[config.mk]
export PLATFORM = sky130hd
export DESIGN_NAME = temporizador_jogo
export DESIGN_NICKNAME = d
export VERILOG_FILES = /design/src/rtl/temporizador_jogo_pkg.sv /design/src/rtl/temporizador_jogo_divisor_segundo.sv /design/src/rtl/temporizador_jogo.sv
export SDC_FILE = /design/constraint.sdc
export NUM_CORES = 1
export LEC_CHECK = 0
export BUFFER_PORTS_ARGS = -buffer_cell sky130_fd_sc_hd__buf_2
export CORE_ASPECT_RATIO = 0.5
export CORE_MARGIN = 4
export CORE_UTILIZATION = 45
export CTS_BUF_LIST = sky130_fd_sc_hd__clkbuf_8
export CTS_CLUSTER_SIZE = 16
export DETAILED_ROUTE_END_ITERATION = 10
export GPL_TIMING_DRIVEN = 0
export SYNTH_ARGS = -nofsm -noshare
export SYNTH_HDL_FRONTEND = slang
export SYNTH_SLANG_ARGS = --single-unit
[constraint.sdc]
create_clock -name clock -period 7.7 [get_ports clock]
set_clock_uncertainty 0.2 [all_clocks]
set_input_delay 0.385 -clock clock [delete_from_list [all_inputs] [get_ports clock]]
set_output_delay 0.385 -clock clock [all_outputs]
set_load 0.05 [all_outputs]
[src/rtl/temporizador_jogo_pkg.sv]
// Shared definitions for the game timer and the control unit's top level.
//   - estado_t: FSM state encoding, which is also the 7-segment debug code.
//   - DB_INVALIDO: debug code shown for any state code outside estado_t.
//   - *_PADRAO: default timing constants (50 MHz board clock).
package temporizador_jogo_pkg;

    typedef enum logic [3:0] {
        PARADO   = 4'h0,
        CONTANDO = 4'h1,
        ESGOTADO = 4'hF
    } estado_t;

    localparam logic [3:0] DB_INVALIDO = 4'hD;

    localparam int TICKS_PER_SEC_PADRAO = 50_000_000;
    localparam int TEMPO_INICIAL_PADRAO = 60;
    localparam int PENALIDADE_PADRAO    = 5;
    localparam int LIMITE_ALERTA_PADRAO = 10;
    localparam int W_PADRAO             = 8;

endpackage

[src/rtl/temporizador_jogo_divisor_segundo.sv]
// Seconds prescaler.
//   clock, reset : board clock, asynchronous active-high reset
//   zera         : synchronous clear of the cycle counter (wins over conta)
//   conta        : advance the counter by one this cycle
//   tick         : high in the cycle where the counter wraps from
//                  TICKS_PER_SEC-1 to 0 (so the owner can act on that edge)
module divisor_segundo #(
    parameter int TICKS_PER_SEC = 50_000_000
) (
    input  logic clock,
    input  logic reset,
    input  logic zera,
    input  logic conta,
    output logic tick
);

    // Keep at least one bit so TICKS_PER_SEC = 1 still elaborates.
    localparam int CW = (TICKS_PER_SEC > 1) ? $clog2(TICKS_PER_SEC) : 1;
    localparam logic [CW-1:0] ULTIMO = CW'(TICKS_PER_SEC - 1);

    logic [CW-1:0] contagem;

    assign tick = conta && !zera && (contagem == ULTIMO);

    always_ff @(posedge clock or posedge reset) begin
        if (reset) begin
            contagem <= '0;
        end else if (zera) begin
            contagem <= '0;
        end else if (conta) begin
            if (contagem == ULTIMO) begin
                contagem <= '0;
            end else begin
                contagem <= contagem + 1'b1;
            end
        end
    end

endmodule

[src/rtl/temporizador_jogo.sv]
// Game countdown timer.
//   clock, reset : board clock, asynchronous active-high reset
//   zeraT        : reload tempo and clear the prescaler (beats everything but reset)
//   contaT       : level; while high the prescaler runs
//   decresceT    : one penalty per high cycle
//   fimT         : high only in ESGOTADO (time expired)
//   tempo        : remaining seconds
//   pulso_seg    : one-cycle pulse alongside each prescaler-driven decrement
//   alerta       : tempo <= LIMITE_ALERTA
//   db_estado    : state code for the debug display
//
// Control-unit interface: there is no handshake. zeraT/contaT/decresceT are
// sampled on every rising edge; fimT is a registered level the control unit
// polls, and stays high until zeraT or reset.
module temporizador_jogo
    import temporizador_jogo_pkg::*;
#(
    parameter int TICKS_PER_SEC = TICKS_PER_SEC_PADRAO,
    parameter int TEMPO_INICIAL = TEMPO_INICIAL_PADRAO,
    parameter int PENALIDADE    = PENALIDADE_PADRAO,
    parameter int LIMITE_ALERTA = LIMITE_ALERTA_PADRAO,
    parameter int W             = W_PADRAO
) (
    input  logic         clock,
    input  logic         reset,
    input  logic         zeraT,
    input  logic         contaT,
    input  logic         decresceT,
    output logic         fimT,
    output logic [W-1:0] tempo,
    output logic         pulso_seg,
    output logic         alerta,
    output logic [3:0]   db_estado
);

    localparam logic [W-1:0] TEMPO_RECARGA = W'(TEMPO_INICIAL);
    localparam logic [W-1:0] LIMITE        = W'(LIMITE_ALERTA);
    localparam logic [W:0]   PEN_EXT       = (W+1)'(PENALIDADE);

    estado_t      estado;
    logic         ativo;
    logic         contaDiv;
    logic         tick;
    logic [W:0]   subtraendo;
    logic [W:0]   diferenca;
    logic [W-1:0] tempoProx;

    // The prescaler only runs while the game is live; in ESGOTADO it freezes.
    assign ativo    = (estado == PARADO) || (estado == CONTANDO);
    assign contaDiv = contaT && ativo;

    divisor_segundo #(
        .TICKS_PER_SEC(TICKS_PER_SEC)
    ) u_divisor (
        .clock(clock),
        .reset(reset),
        .zera (zeraT),
        .conta(contaDiv),
        .tick (tick)
    );

    // One W+1-bit subtraction covers tick, penalty or both; a set top bit
    // means the result went below zero, so clamp.
    always_comb begin
        subtraendo = '0;
        if (tick) begin
            subtraendo = subtraendo + 1'b1;
        end
        if (decresceT && ativo) begin
            subtraendo = subtraendo + PEN_EXT;
        end
        diferenca = {1'b0, tempo} - subtraendo;
        tempoProx = diferenca[W] ? '0 : diferenca[W-1:0];
    end

    always_ff @(posedge clock or posedge reset) begin
        if (reset) begin
            estado    <= PARADO;
            tempo     <= TEMPO_RECARGA;
            fimT      <= 1'b0;
            pulso_seg <= 1'b0;
        end else if (zeraT) begin
            estado    <= PARADO;
            tempo     <= TEMPO_RECARGA;
            fimT      <= 1'b0;
            pulso_seg <= 1'b0;
        end else begin
            case (estado)
                PARADO, CONTANDO: begin
                    tempo     <= tempoProx;
                    pulso_seg <= tick;
                    // tempo == 0 catches a zero start value.
                    if ((tempoProx == '0) || (tempo == '0)) begin
                        estado <= ESGOTADO;
                        fimT   <= 1'b1;
                    end else begin
                        estado <= contaT ? CONTANDO : PARADO;
                        fimT   <= 1'b0;
                    end
                end
                ESGOTADO: begin
                    tempo     <= '0;
                    fimT      <= 1'b1;
                    pulso_seg <= 1'b0;
                end
                default: begin
                    estado    <= PARADO;
                    fimT      <= 1'b0;
                    pulso_seg <= 1'b0;
                end
            endcase
        end
    end

    assign alerta = (tempo <= LIMITE);

    always_comb begin
        case (estado)
            PARADO:   db_estado = 4'h0;
            CONTANDO: db_estado = 4'h1;
            ESGOTADO: db_estado = 4'hF;
            default:  db_estado = DB_INVALIDO;
        endcase
    end

endmodule

==> impl.org <==
** Layout
- Fillers :: 479
- Post-layout nets :: 308
- 0 antenna diodes ended up in the layout.
- Area overhead of the layout relative to synthesis :: 12.32%
- Final instance count without filler cells :: 367
- Summing all non-filler instances in the final layout gives an area of 0.002658 mm2.
- The multi-input combinational cells in the finished layout cover a total of 0.001272 mm2.
- Fraction of layout instances using a drive strength above 1 :: 16.16%
- Seq. cell area :: 955.9 um2

** Power and ir drop
- Power Dens Cells :: 189.6 mW/mm2
- Highest ir drop seen on vdd :: 0.07129 mV
- For this design the static power due to leakage is 0.001087 uW.

** Clocking
- Clock insertion delay at the later pin of the skew report :: 0.30 ns
- Buffers inserted to repair hold after CTS numbered 0.
- Once the clock tree was built, the resizer swapped 0 gates to a different size.
- # clock sinks :: 38
- Post-CTS setup-driven buffer insertion count :: 0
- Number of buffers created by CTS :: 5
- Maximum root-to-sink buffer count :: 2
- The clock tree synthesis step divided the H-tree into 2 levels.
- Worst-path clk slew :: 0.08 ns
- TritonCTS built the clock tree.
- In this run the clock root is driven by a sky130_fd_sc_hd__clkbuf_8.

** Worst setup path
- Critical Path Most Common Cell :: sky130_fd_sc_hd__ha_1
- Source of the worst register-to-register timing path :: u_divisor.contagem[0]
- On the critical path, the stage with the largest delay is an instance of sky130_fd_sc_hd__fa_1.
- On the worst path, the slowest cell contributes a delay of 0.45 ns.
- Along the worst path, the maximum fanout reaches 6.
- Kind of critical path :: register to register
- Cells traversed along the worst timing path :: ha_1 -> nand3_1 -> or2_4 -> or3_1 -> clkbuf_1 -> nor3_1 -> ha_1 -> ha_1 -> inv_1 -> fa_1 -> a211oi_4 -> a31oi_1 -> a2111oi_2 -> nand4_1 -> a311oi_2
- Data arrival time of the worst path :: 4.46 ns
- Together, buffers and inverters on the worst path number 2.
- For the worst setup path, the data required time is 7.70 ns.
- The worst setup path is captured at a register.
- Worst path top cell family by delay :: simple AND/OR/NAND/NOR gates
- Crit path launch :: u_divisor.contagem[0]
- Critical Path Source Type :: register

** Timing
- Timing-limited maximum frequency :: 0.2246 GHz
- Slew at the pin closest to its max-slew limit :: 0.8082 ns
- Setup slack of the critical path after layout :: 3.247 ns
- Unrepaired setup endpoints after global routing :: no
- The final hold violation count was 0.
- Period utilisation layout :: 57.83%
- Headroom to the max-slew limit came out at 46.04%.
- The count of final max-slew check failures came to 0.
- Sum Neg Setup Slack :: 0 ns
- Final setup violation count :: 0
- Final critical path time including I/O delays and setup :: 4.453 ns

** Floorplan
- FP Rows :: 18
- The floorplan step defined a die boundary enclosing 0.006553 mm2.
- The floorplan step set the die width to 110.5 um.
- The floorplan step set the die height to 59.28 um.
- Once the floorplan was initialized, standard cells occupied 47.32% of the core.
- Number of placed I/O pins :: 20
- Floorplan core area :: 0.005000 mm2

** Logic synthesis
- During synthesis, Yosys emitted a total of 0 warnings.
- Top cell types by occurrence after synthesis :: sky130_fd_sc_hd__dfrtp_1, sky130_fd_sc_hd__o21ai_1, sky130_fd_sc_hd__nor2_1
- Unique masters post-synth :: 47
- Sequential fraction of the synthesis area :: 40.40%
- Mean instance size in the synthesized netlist :: 8.731 um2
- Syn Inst Count :: 271
- Proportion of netlist area held by the largest area contributor :: 35.96%
- After synthesis the netlist holds a flip-flop and latch count of 38.
- Main area contributors after synthesis :: sky130_fd_sc_hd__dfrtp_1, sky130_fd_sc_hd__o21ai_1, sky130_fd_sc_hd__o31ai_1, sky130_fd_sc_hd__dfstp_2, sky130_fd_sc_hd__nor2_1
- Number of flops mapped to enable cells by yosys :: 0
- The biggest area contributor in the post-synthesis netlist is sky130_fd_sc_hd__dfrtp_1.
- The number of nets in the synthesized netlist is 283.
- Counting flops with an async set or reset pin after synthesis yields a share of 100.0%.
- Leading register cell type out of synthesis :: sky130_fd_sc_hd__dfrtp_1
- Most frequently used cell type in the post-synthesis netlist :: sky130_fd_sc_hd__dfrtp_1
- Syn Std Cell Area :: 0.002366 mm2

** GRT
- Global-route wire length before repair :: 9936 um
- Across every metal layer, demand over resource in global routing totals 18.70%.
- Entering global routing, the biggest net connects 39 pins.
- Via count of the first global-routing pass :: 2051
- The total overflow left after global routing is 0.
- The number of antenna violations at the first check in global routing was 0.

** Drt
- Iteration count of the initial detailed-routing pass :: 4
- Dividing the detail-routed wire length by the instance count gives 15.35 um.
- Summing over every cut layer, the via total after detailed routing is 2176.
- Post-route ant nets :: 0
- The final layout contains routed wiring with a total length of 5632 um.
- After the first detailed-routing iteration, the DRC count stood at 184.
- In the routed design, unresolved DRC markers number 0.
- Dividing the detail-routed via count by the number of cells gives 5.929.

** Run status
- The run finished with clean final reports.

** Hold path
- Worst hold-check path type :: primary input to async pin

** Placement
- Post-DP HPWL :: 3991 um
- DP Worst Slack :: 3.256 ns
- Placement-stage cell area :: 0.002544 mm2
- Input and output buffers added on the ports amount to 18.
- In this run, placement finished with an instance count of 359.
- Weighted congestion reported at the end of routability-driven placement :: 0.8102

** Flow run
- Across the run, the number of max-cap violations was 0.
==> report_power, final <==
part | leakage (uW) | switching [uW] | internal [uW]
sequential | 0.000513 | 11.4 | 210
clock | 0.0000504 | 78.1 | 96.4
combinational | 0.000524 | 72.7 | 35.5
total | 0.00109 | 162 | 342
==> per-layer routing <==
metal | part of all wire (%) | wire length (um) | GRT usage, % | vias up
met5 | 0 | 0 | 0 | -
met4 | 1.1 | 61 | 5.439 | 0
met3 | 4.2 | 239 | 3.772 | 7
met2 | 45 | 2558 | 31.55 | 39
met1 | 49 | 2773 | 24.98 | 1075
li1 | - | - | - | 1055
==> path summary, 6_finish.rpt <==
path,end,cells after the start,slack [ns]
max in group asynchronous,u_divisor.contagem[10],2,6.75
max reg2reg,estado[0],15,3.25
min in group clock,pulso_seg,3,0.22
min reg2reg,u_divisor.contagem[25],1,0.28
min,u_divisor.contagem[0],2,0.04
max,estado[0],15,3.25
==> layout by cell type (no fill, tap or decap), types with 2 or more instances in the layout <==
cell type,Yosys,routed
sky130_fd_sc_hd__ha_1,6,6
sky130_fd_sc_hd__nor4_1,5,5
sky130_fd_sc_hd__nor2_1,27,27
sky130_fd_sc_hd__o21ai_0,6,6
sky130_fd_sc_hd__a211oi_1,2,2
sky130_fd_sc_hd__o41ai_1,2,2
sky130_fd_sc_hd__buf_6,4,4
sky130_fd_sc_hd__buf_4,2,2
sky130_fd_sc_hd__nand4_1,7,7
sky130_fd_sc_hd__and2_1,3,3
sky130_fd_sc_hd__nand3_1,15,15
sky130_fd_sc_hd__o31ai_1,17,17
sky130_fd_sc_hd__a31oi_1,8,8
sky130_fd_sc_hd__dfstp_2,4,4
sky130_fd_sc_hd__clkbuf_1,9,9
sky130_fd_sc_hd__clkbuf_8,0,5
sky130_fd_sc_hd__and4_1,3,3
sky130_fd_sc_hd__a21oi_1,14,14
sky130_fd_sc_hd__and3_1,4,4
sky130_fd_sc_hd__nand2_1,19,19
sky130_fd_sc_hd__o21ai_1,29,29
sky130_fd_sc_hd__nor3_1,7,7
sky130_fd_sc_hd__buf_2,2,20
sky130_fd_sc_hd__clkinvlp_4,0,2
sky130_fd_sc_hd__dfrtp_1,34,34
sky130_fd_sc_hd__or3_1,4,4
sky130_fd_sc_hd__nor2b_1,5,5
sky130_fd_sc_hd__nand2b_1,3,3
sky130_fd_sc_hd__xor2_1,2,2
sky130_fd_sc_hd__inv_1,9,8
==> flip-flops by register name (all words and copies together), names as in the netlist <==
signal	flops
estado	2
fimT	1
pulso_seg	1
tempo	8
u_divisor.contagem	26
==> per-stage QoR <==
stage                     hold slack [ns]  utilization, %  power (uW)
after floorplan                    0.2402               -       309.8
after global placement             0.2725           50.88       332.2
final                             0.04116           53.15       503.8
after CTS                         0.06949           53.15       509.8
after global routing               0.1141           53.15       531.5
after detailed placement           0.2759           50.88       333.6
==> layout make-up <==
| cell class | count | area share, % |
|---|---|---|
| multi-input cells | 207 | 47.88 |
| flip-flops and latches | 38 | 35.97 |
| plain buffers | 17 | 3.908 |
| repair buffers | 18 | 3.390 |
| well taps | 70 | 3.296 |
| clock buffers | 5 | 2.589 |
| clock inverters | 3 | 1.695 |
| inverters | 9 | 1.271 |
==> kinds of logic (layout without fill, tap and decap cells) <==
kind of cell | Yosys count | count (layout) | share of synthesized area (%)
AOI/OAI and AO/OA | 88 | 88 | 24.38
xor gates and xnor gates | 3 | 3 | 1.111
adders and majority gates | 7 | 7 | 4.019
buffers and inverters | 26 | 52 | 5.817
DFF | 38 | 38 | 40.40
muxes | 1 | 1 | 0.4231
and+or+nand+nor | 108 | 108 | 23.85
==> worst reg2reg max path, stage by stage (launching register included) <==
cell                        delay, ns
sky130_fd_sc_hd__dfrtp_1         0.43
sky130_fd_sc_hd__ha_1            0.24
sky130_fd_sc_hd__nand3_1         0.15
sky130_fd_sc_hd__or2_4           0.31
sky130_fd_sc_hd__or3_1           0.36
sky130_fd_sc_hd__clkbuf_1        0.20
sky130_fd_sc_hd__nor3_1          0.26
sky130_fd_sc_hd__ha_1            0.19
sky130_fd_sc_hd__ha_1            0.14
sky130_fd_sc_hd__inv_1           0.05
sky130_fd_sc_hd__fa_1            0.46
sky130_fd_sc_hd__a211oi_4        0.36
sky130_fd_sc_hd__a31oi_1         0.15
sky130_fd_sc_hd__a2111oi_2       0.35
sky130_fd_sc_hd__nand4_1         0.24
sky130_fd_sc_hd__a311oi_2        0.28
Power figures use the tool's default switching activity.
